==> config.mk <==
export PLATFORM = sky130hd
export DESIGN_NAME = nn_cfg_sequencer
export DESIGN_NICKNAME = d
export VERILOG_FILES = /design/src/rtl/nn_cfg_pkg.sv /design/src/rtl/nn_cfg_donemap.sv /design/src/rtl/nn_cfg_sequencer.sv
export SDC_FILE = /design/constraint.sdc
export NUM_CORES = 1
export LEC_CHECK = 0
export CAP_MARGIN = 20
export CORE_UTILIZATION = 50
export CTS_CLUSTER_DIAMETER = 50
export CTS_CLUSTER_SIZE = 28
export DETAILED_ROUTE_END_ITERATION = 10
export PLACE_DENSITY = 0.8
export SLEW_MARGIN = 10
export SYNTH_ARGS = -nofsm -noshare
export SYNTH_HDL_FRONTEND = slang
export SYNTH_HIERARCHICAL = 1
export SYNTH_SLANG_ARGS = --single-unit
==> constraint.sdc <==
create_clock -name clk -period 1.8 [get_ports clk]
set_input_delay 0.18 -clock clk [delete_from_list [all_inputs] [get_ports clk]]
set_output_delay 0.18 -clock clk [all_outputs]
set_load 0.005 [all_outputs]
==> src/rtl/nn_cfg_pkg.sv <==
// Shared types and defaults for the NN configuration sequencer.
// Optional feature macro: NN_CFG_ERRCNT_EN (error counter / last error code).
package nn_cfg_pkg;

  localparam int NUM_LAYERS_D  = 3;
  localparam int NUM_NEURONS_D = 30;
  localparam int NUM_WEIGHTS_D = 784;
  localparam int DATA_WIDTH_D  = 16;

  localparam int AW_D = $clog2(NUM_WEIGHTS_D);
  localparam int LW_D = $clog2(NUM_LAYERS_D + 1);
  localparam int NW_D = $clog2(NUM_NEURONS_D);

  typedef enum logic [1:0] {
    UNSEL,
    READY,
    LOADING,
    FULL
  } cfg_state_t;

  localparam logic [1:0] ERR_OVF   = 2'd0;
  localparam logic [1:0] ERR_UNSEL = 2'd1;
  localparam logic [1:0] ERR_BUSY  = 2'd2;
  localparam logic [1:0] ERR_COLL  = 2'd3;

  localparam logic [7:0] REG_WEIGHT = 8'h00;
  localparam logic [7:0] REG_BIAS   = 8'h04;
  localparam logic [7:0] REG_LAYER  = 8'h0C;
  localparam logic [7:0] REG_NEURON = 8'h10;

endpackage

==> src/rtl/nn_cfg_donemap.sv <==
// Per-neuron weight/bias completion bitmaps with registered all-done flag.
// Layers are numbered from 1, so the layer index is offset by one.
module nn_cfg_donemap
  import nn_cfg_pkg::*;
#(
  parameter int NUM_LAYERS  = NUM_LAYERS_D,
  parameter int NUM_NEURONS = NUM_NEURONS_D,
  parameter int LW          = LW_D,
  parameter int NW          = NW_D
) (
  input  logic          clk,
  input  logic          rst,
  input  logic          w_set,
  input  logic          b_set,
  input  logic [LW-1:0] layer,
  input  logic [NW-1:0] neuron,
  output logic          done
);

  logic [NUM_LAYERS-1:0][NUM_NEURONS-1:0] wmap;
  logic [NUM_LAYERS-1:0][NUM_NEURONS-1:0] bmap;
  logic [LW-1:0] li;

  assign li = layer - 1'b1;

  always_ff @(posedge clk) begin
    if (rst) begin
      wmap <= '0;
      bmap <= '0;
      done <= 1'b0;
    end else begin
      if (w_set) wmap[li][neuron] <= 1'b1;
      if (b_set) bmap[li][neuron] <= 1'b1;
      done <= (&wmap) && (&bmap);
    end
  end

endmodule

==> src/rtl/nn_cfg_sequencer.sv <==
// Turns register-write strobes into addressed weight/bias memory beats.
// Optional feature macro: NN_CFG_ERRCNT_EN adds err_count and last_err.
module nn_cfg_sequencer
  import nn_cfg_pkg::*;
#(
  parameter int NUM_LAYERS  = NUM_LAYERS_D,
  parameter int NUM_NEURONS = NUM_NEURONS_D,
  parameter int NUM_WEIGHTS = NUM_WEIGHTS_D,
  parameter int DATA_WIDTH  = DATA_WIDTH_D,
  localparam int AW = $clog2(NUM_WEIGHTS),
  localparam int CW = $clog2(NUM_WEIGHTS + 1),
  localparam int LW = $clog2(NUM_LAYERS + 1),
  localparam int NW = $clog2(NUM_NEURONS)
) (
  input  logic                  clk,
  input  logic                  rst,
  input  logic                  layer_wr,
  input  logic                  neuron_wr,
  input  logic                  weight_wr,
  input  logic                  bias_wr,
  input  logic [31:0]           wr_data,
  input  logic                  infer_busy,
  input  logic                  err_clr,
`ifdef NN_CFG_ERRCNT_EN
  output logic [15:0]           err_count,
  output logic [1:0]            last_err,
`endif
  output logic                  w_valid,
  output logic [AW-1:0]         w_addr,
  output logic [DATA_WIDTH-1:0] w_data,
  output logic                  b_valid,
  output logic [31:0]           b_data,
  output logic [LW-1:0]         sel_layer,
  output logic [NW-1:0]         sel_neuron,
  output logic                  cfg_done,
  output logic                  cfg_err
);

  cfg_state_t    state;
  logic [CW-1:0] cnt;
  logic          lay_ok, neu_ok;
  logic          do_l, do_n, do_b, do_w;
  logic          b_ok, w_ok, w_last, coll, err_now;
  logic [2:0]    nstrb, ndrop;
  logic [1:0]    code;
  logic          l_rng, n_rng;

  assign nstrb = {2'b0, layer_wr} + {2'b0, neuron_wr}
               + {2'b0, weight_wr} + {2'b0, bias_wr};
  assign coll  = nstrb > 3'd1;
  assign l_rng = (wr_data >= 32'd1) && (wr_data <= 32'(NUM_LAYERS));
  assign n_rng = wr_data < 32'(NUM_NEURONS);

  // Strobe priority: layer > neuron > bias > weight
  always_comb begin
    do_l   = !infer_busy && layer_wr;
    do_n   = !infer_busy && !layer_wr && neuron_wr;
    do_b   = !infer_busy && !layer_wr && !neuron_wr && bias_wr;
    do_w   = !infer_busy && !layer_wr && !neuron_wr && !bias_wr
             && weight_wr;
    b_ok   = do_b && (state != UNSEL);
    w_ok   = do_w && (state == READY || state == LOADING);
    w_last = w_ok && (cnt == CW'(NUM_WEIGHTS - 1));
    err_now = (infer_busy && nstrb != 3'd0) || coll
              || (do_b && !b_ok) || (do_w && !w_ok);
    ndrop = 3'd0;
    code  = ERR_COLL;
    if (coll) ndrop = nstrb - 3'd1;
    if ((do_b && !b_ok) || (do_w && !w_ok)) begin
      ndrop = ndrop + 3'd1;
      code  = (do_w && state == FULL) ? ERR_OVF : ERR_UNSEL;
    end
    if (infer_busy) begin
      ndrop = nstrb;
      code  = ERR_BUSY;
    end
  end

  always_ff @(posedge clk) begin
    if (rst) begin
      state      <= UNSEL;
      cnt        <= '0;
      lay_ok     <= 1'b0;
      neu_ok     <= 1'b1;
      w_valid    <= 1'b0;
      w_addr     <= '0;
      w_data     <= '0;
      b_valid    <= 1'b0;
      b_data     <= '0;
      sel_layer  <= '0;
      sel_neuron <= '0;
      cfg_err    <= 1'b0;
    end else begin
      w_valid <= w_ok;
      b_valid <= b_ok;
      if (w_ok) begin
        w_addr <= cnt[AW-1:0];
        w_data <= wr_data[DATA_WIDTH-1:0];
        cnt    <= cnt + 1'b1;
        state  <= w_last ? FULL : LOADING;
      end
      if (b_ok) b_data <= wr_data;
      if (do_l) begin
        sel_layer <= wr_data[LW-1:0];
        lay_ok    <= l_rng;
        cnt       <= '0;
        state     <= (l_rng && neu_ok) ? READY : UNSEL;
      end
      if (do_n) begin
        sel_neuron <= wr_data[NW-1:0];
        neu_ok     <= n_rng;
        cnt        <= '0;
        state      <= (n_rng && lay_ok) ? READY : UNSEL;
      end
      if (err_now)      cfg_err <= 1'b1;
      else if (err_clr) cfg_err <= 1'b0;
    end
  end

`ifdef NN_CFG_ERRCNT_EN
  logic [16:0] cnt_sum;

  assign cnt_sum = {1'b0, err_count} + {14'b0, ndrop};

  always_ff @(posedge clk) begin
    if (rst) begin
      err_count <= '0;
      last_err  <= ERR_OVF;
    end else begin
      if (err_now) begin
        err_count <= cnt_sum[16] ? 16'hFFFF : cnt_sum[15:0];
        last_err  <= code;
      end else if (err_clr) begin
        err_count <= '0;
      end
    end
  end
`else
  logic unused_err;
  assign unused_err = ^{ndrop, code};
`endif

  nn_cfg_donemap #(
    .NUM_LAYERS  (NUM_LAYERS),
    .NUM_NEURONS (NUM_NEURONS),
    .LW          (LW),
    .NW          (NW)
  ) u_donemap (
    .clk    (clk),
    .rst    (rst),
    .w_set  (w_last),
    .b_set  (b_ok),
    .layer  (sel_layer),
    .neuron (sel_neuron),
    .done   (cfg_done)
  );

endmodule

Word-level counts from Yosys, hierarchy flattened
Cells that the tools add are included.
{"block": "totals", "register_bits": 263, "latchBits": 0, "ramBits": 0, "rom_bits": 0, "input_bits": 40, "out_inout_bits": 69, "wordCells": 85, "mem_count": 0}
{"block": "op_classes", "n_addsub": 5, "multipliers": 0, "n_div": 0, "order_cmp": 8, "n_eq_ne": 3, "shifts": 0, "mux": 12, "n_bitwise": 2, "reduce_logical": 36}
{"operator": "OR 90 bit", "count": 2}
{"operator": "AND reduction 90 bit", "count": 2}
{"operator": "demux 30 bit (select 2 bit)", "count": 1}
{"operator": ">= comparator 32 x 1 -> 1 bit, second input constant", "count": 1}
{"operator": "<= comparator 32 x 2 -> 1 bit, second input constant", "count": 1}
{"operator": "less-than comparator 32 x 5 -> 1 bit, second input constant", "count": 1}
{"operator": "2-to-1 mux 30 bit", "count": 1}
{"operator": "logical AND 1 bit", "count": 19}
{"operator": "adder 10 x 1 -> 10 bit, second input constant", "count": 1}
{"operator": "equality test 10 bit, second input constant", "count": 1}
{"operator": "zero test 1 bit", "count": 6}
{"operator": "less-than comparator 5 x 6 -> 1 bit, second input constant", "count": 1}
{"operator": "2-to-1 mux 1 bit", "count": 6}
{"operator": "2-to-1 mux 2 bit", "count": 3}
{"operator": "nonzero test 3 bit", "count": 2}
{"operator": "demux 1 bit (select 5 bit)", "count": 1}
{"operator": ">= comparator 5 x 1 -> 1 bit, second input constant", "count": 1}
{"operator": "logical OR 1 bit", "count": 4}
{"operator": "nonzero test 2 bit", "count": 2}
{"operator": "adder 2 x 1 -> 3 bit", "count": 1}
{"operator": "adder 3 x 1 -> 3 bit", "count": 1}
{"operator": "greater-than comparator 3 x 1 -> 1 bit, second input constant", "count": 1}
{"operator": "less-than comparator 2 x 3 -> 1 bit, second input constant", "count": 1}
{"operator": "OR reduction 3 bit", "count": 1}
{"operator": "other kinds (5)", "count": 5}

Longest topological paths before layout
Gate-level depths: netlist (run 1).
{"block": "logic_depth", "ltp_word": 11, "mapped_depth": 10, "ltp_nobuf": 10}

Cells and area by module
Netlist (run 1), hierarchy kept.
{"mod": "nn_cfg_donemap", "n_inst": 1, "cells_per_inst": 741, "area_each_um2": 6308.6, "seq_area_each_um2": 3623.5}
{"mod": "nn_cfg_sequencer", "n_inst": 1, "cells_per_inst": 396, "area_each_um2": 3239.4, "seq_area_each_um2": 1641.6}

Worst setup path after synthesis (run 1)
Ideal clock, no wire load.
{"block": "synth_timing", "path_type": "flip-flop to flip-flop", "startpoint": "register state[0]", "endpoint": "register u_donemap/wmap[53] (netlist name)", "setup_time_ps": 65, "t_arrival_ps": 1935, "t_required_ps": 1735, "slack_ps": -200, "stages_incl_launch_ff": 11, "n_path_buf": 1, "synth_period_minus_slack_ps": 2000, "path_cell_list": "dfxtp_1 inv_1 ha_1 nand4b_1 nor3_1 and4b_1 nand2_1 nor2_1 clkbuf_1 a21oi_1 nor2_1"}
{"block": "synth_via", "elab_chain_cells": 4, "elab_cells_between_ends": 5, "cone_classes": "eq/ne (2); reduce/logical (3)"}
{"element": "from (decl)", "line": "nn_cfg_sequencer.sv:39", "rtl": "cfg_state_t state;"}
{"element": "from (signal assigned)", "line": "nn_cfg_sequencer.sv:100", "rtl": "state <= w_last ? FULL : LOADING;"}
{"element": "from (signal assigned)", "line": "nn_cfg_sequencer.sv:107", "rtl": "state <= (l_rng && neu_ok) ? READY : UNSEL;"}
{"element": "from (signal assigned)", "line": "nn_cfg_sequencer.sv:113", "rtl": "state <= (n_rng && lay_ok) ? READY : UNSEL;"}
{"element": "equality test 2 x 1 -> 1 bit or equality test 2 bit (tied branches)", "line": "nn_cfg_sequencer.sv:62", "rtl": "w_ok = do_w && (state == READY || state == LOADING);"}
{"element": "logical OR 1 bit (*)", "line": "nn_cfg_sequencer.sv:62"}
{"element": "logical AND 1 bit (*)", "line": "nn_cfg_sequencer.sv:62"}
{"element": "logical AND 1 bit (*)", "line": "nn_cfg_sequencer.sv:63", "rtl": "w_last = w_ok && (cnt == CW'(NUM_WEIGHTS - 1));"}
{"element": "net w_last", "line": "nn_cfg_sequencer.sv:43", "rtl": "logic b_ok, w_ok, w_last, coll, err_now;"}
{"element": "to (signal assigned)", "line": "nn_cfg_donemap.sv:28", "rtl": "wmap <= '0;"}
{"element": "to (signal, indexed assignment)", "line": "nn_cfg_donemap.sv:32", "rtl": "if (w_set) wmap[li][neuron] <= 1'b1;"}
{"element": "to (decl)", "line": "nn_cfg_donemap.sv:20", "rtl": "logic [NUM_LAYERS-1:0][NUM_NEURONS-1:0] wmap;"}
Mark *: on every way through the listed nets, which the timed path passes. The rest lies on a longest branch.
A chain may end at the register's enable or synchronous reset.

Final worst setup path (run 1)
{"block": "layout_timing", "startpoint": "register state[0]", "endpoint": "register u_donemap/wmap[83] (netlist name)"}
Same word-level chain as after synthesis.

==> results of run 1 <==
layout by cell type (no fill, tap or decap), types with 11 or more instances in the layout:
cell             Yosys  routed
dfxtp_1            263     254
nand2_1            155     154
a21oi_1            161     153
nor2_1             146     144
clkdlybuf4s50_1      0     105
inv_1               96      92
o22ai_1             84      84
nand4_1             50      50
buf_4                2      46
clkbuf_16            0      29
nor4_1              17      17
buf_12               0      11
per-layer routing:
metal / global-route usage [%] / up-vias
li1: - / 4130
met1: 31.93 / 4058
met2: 42.34 / 331
met3: 6.667 / 54
met4: 8.271 / 0
met5: 0 / -
area by class of cell:
class	count	area share [%]
inverter	97	3.004
multi-input combinational	711	30.27
timing repair buffer	170	14.12
clock buffer	29	5.723
tap	234	2.383
clock inverter	17	1.487
sequential	263	43.00
repair_timing:
action | 4_1_cts | 5_1_grt
setup buffers | 8 | 5
pin swaps | 0 | 17
gates resized for setup | 15 | 29
setup endpoints to repair | 96 | 97
cloned | 1 | 2
hold endpoints to repair | 1 | 0
hold buffers | 1 | 0
logic make-up (layout without fill, tap and decap cells):
kind of cell	Yosys count	in the layout	synth area share, %
XOR/XNOR	4	4	0.3669
multiplexers	7	7	0.7339
AND/OR/NAND/NOR	433	433	20.77
flip-flops	263	263	55.14
buffers and inverters	163	313	7.011
AO/OA/AOI/OAI	261	261	15.11
adder cells (fa/ha/maj)	6	6	0.8649
registers in the layout (all words and copies together) (netlist names):
signal / count
u_donemap/done: 1
w_data: 16
neu_ok: 1
sel_layer: 2
lay_ok: 1
u_donemap/wmap: 90
cnt: 10
w_addr: 10
state: 2
w_valid: 1
u_donemap/bmap: 90
b_valid: 1
cfg_err: 1
b_data: 32
sel_neuron: 5
worst max-delay path: cells and delay by family, from the launching register on:
family,cells,cell delay [ns]
AO/OA/AOI/OAI,1,0.07
AND/OR/NAND/NOR,5,1.03
adder cells (fa/ha/maj),1,0.25
flip-flops,1,0.34
buffers and inverters,2,0.26
report_power, final:
group / internal (W) / switching [W] / total [W] / leakage, nW
clock network: 0.00317 / 0.00240 / 0.00557 / 0.435
logic: 0.000210 / 0.000262 / 0.000472 / 1.61
registers: 0.00583 / 0.0000229 / 0.00585 / 2.12
total: 0.00921 / 0.00269 / 0.0119 / 4.17
metrics by stage:
step                setup TNS, ns  hold slack [ns]  util (%)  total power (W)
floorplan                       0           0.3160         -         0.006186
global placement           -86.82           0.4406     59.55         0.006428
detailed placement         -94.34           0.4459     59.55         0.006433
CTS                        -9.182           0.2201     64.94          0.01193
global route               -28.76           0.2411     65.69          0.01224
finish                     -15.72           0.2276     65.69          0.01190
worst min path at each step:
stage | end | startpoint | depth (start not counted)
after floorplan | b_data[0] | wr_data[0] | 2
after global placement | b_data[27] | b_data[27] | 2
after detailed placement | b_data[19] | b_data[19] | 2
after CTS | b_data[27] | wr_data[27] | 3
after global routing | b_data[28] | wr_data[28] | 3
final | b_data[17] | wr_data[17] | 3
==> results.ini, run 1 <==
[cts]
root_buffer = clkbuf_16
clockBufferDepth = 3
cts_tree = built
numCtsBuffers = 26
cts_sinks = 263
insertion_delay_ns = 0.53
cts_max_level = 1
path_clk_slew_ns = 0.07

[run_status]
status = complete, but fails checks
violations = setup timing

[setup_path]
rrSetupSlack_ns = -0.22
path_cells = inv_2, ha_4, nand4b_1, nor3_2, and4b_2, and3_2, clkbuf_16, a21oi_1, nor2_1
worstReg2RegEnd = u_donemap/wmap[83]
crit_path_top_delay_cell = dfxtp_2
crit_path_start_kind = flip-flop
rr_worst_depth = 9
slowest_delay_ns = 0.34
critPathCapture = u_donemap/wmap[83]
crit_start = state[0]
worstPathRequired_ns = 2.26
cp_max_fo = 15
arrival_ns = 2.48
path_class = reg -> reg
end_kind = flip-flop
worstReg2RegStart = state[0]

[sta]
clock.fmax_mhz = 494.0
period_needed_ns = 2.024
finClkSkew_ns = 0.01202
slew_headroom_pct = 60.46
finalCritPeriodShare_pct = 112.5
finalHoldViolCount = 0
rsz0062_at_grt = true
setup_violations = 90
slew_viol_final = 0
timing.final.ws_setup_ns = -0.2243
worstMarginPinSlew_ns = 0.5876

[layout]
fill_cells = 1488
final-seq-area_um2 = 5284
diodes = 0
final_nets = 1315
final_cells = 1521
fin_area_um2 = 12290
drive_gt1_share_pct = 11.89
multiInputGateArea_um2 = 3720
syn_to_final_growth_pct = 28.69

[synth]
synth_common_cells = dfxtp_1 (263), a21oi_1 (161), nand2_1 (155)
synth_area_leader_cell = dfxtp_1
synth_warnings = 6
ys_async_sr_fraction_pct = 0
yosysSeqAreaShare_pct = 55.14
synth_seq_cells = 263
avgSynthCellArea_um2 = 8.397
synth_top_area_share_pct = 55.14
syn-cell-area_um2 = 9548
yosys-top-cells-area = dfxtp_1 (55%), a21oi_1 (8.4%), nand2_1 (6.1%)
synthCells = 1137
syn_nets = 1183
synth.most_common_cell = dfxtp_1
synth_flop_cell = dfxtp_1
synth_cell_type_count = 52
synth_edf_count = 0

[die]
die_w_um = 140.2
fp-row-count = 50
ios = 109
die_h_um = 140.2
initial_core_util_pct = 51.04
core-area_um2 = 18710
die_area_um2 = 19650

[power]
p_leak_nw = 4.166
vdd_drop_max_mv = 0.7442
power.density_nw_per_um2 = 968.3

[routing]
vias_per_cell = 5.636
route.met3.wl_mm = 2.114
vias = 8573
top_layer = met4
wire_per_inst_um = 16.81
wl_met2_mm = 12.20
antenna_left = 0
drc_errors = 0
wl_met1_mm = 10.62
drt_wl_total_mm = 25.57
drt_iter0_markers = 623
firstDrtPassIters = 7

[grt]
grt_pass1_wl_mm = 40.73
grt_max_degree = 87
grt_overflow = 0
antenna_found_initial = 0
grt_pass1_vias = 8174
track_usage_pct = 25.38

[place]
dpl.hpwl_mm = 16.17
io_buffers = 108
placed_cells = 1462
place.gp.congestion = 0.8701
dpl_cell_area_um2 = 11140
place_ws_ns = -0.5989

[min_path]
hold_path.class = in -> reg

[run]
max_cap_viol_count = 0

Power figures use the tool's default switching activity.
==> run 2: changes to the inputs <==
--- a/config.mk
+++ b/config.mk
@@ -5,7 +5,6 @@
 export SDC_FILE = /design/constraint.sdc
 export NUM_CORES = 1
 export LEC_CHECK = 0
-export CAP_MARGIN = 20
 export CORE_UTILIZATION = 50
 export CTS_CLUSTER_DIAMETER = 50
 export CTS_CLUSTER_SIZE = 28
==> results of run 2 <==
Final layout, timing and power as in run 1 (identical DEF).
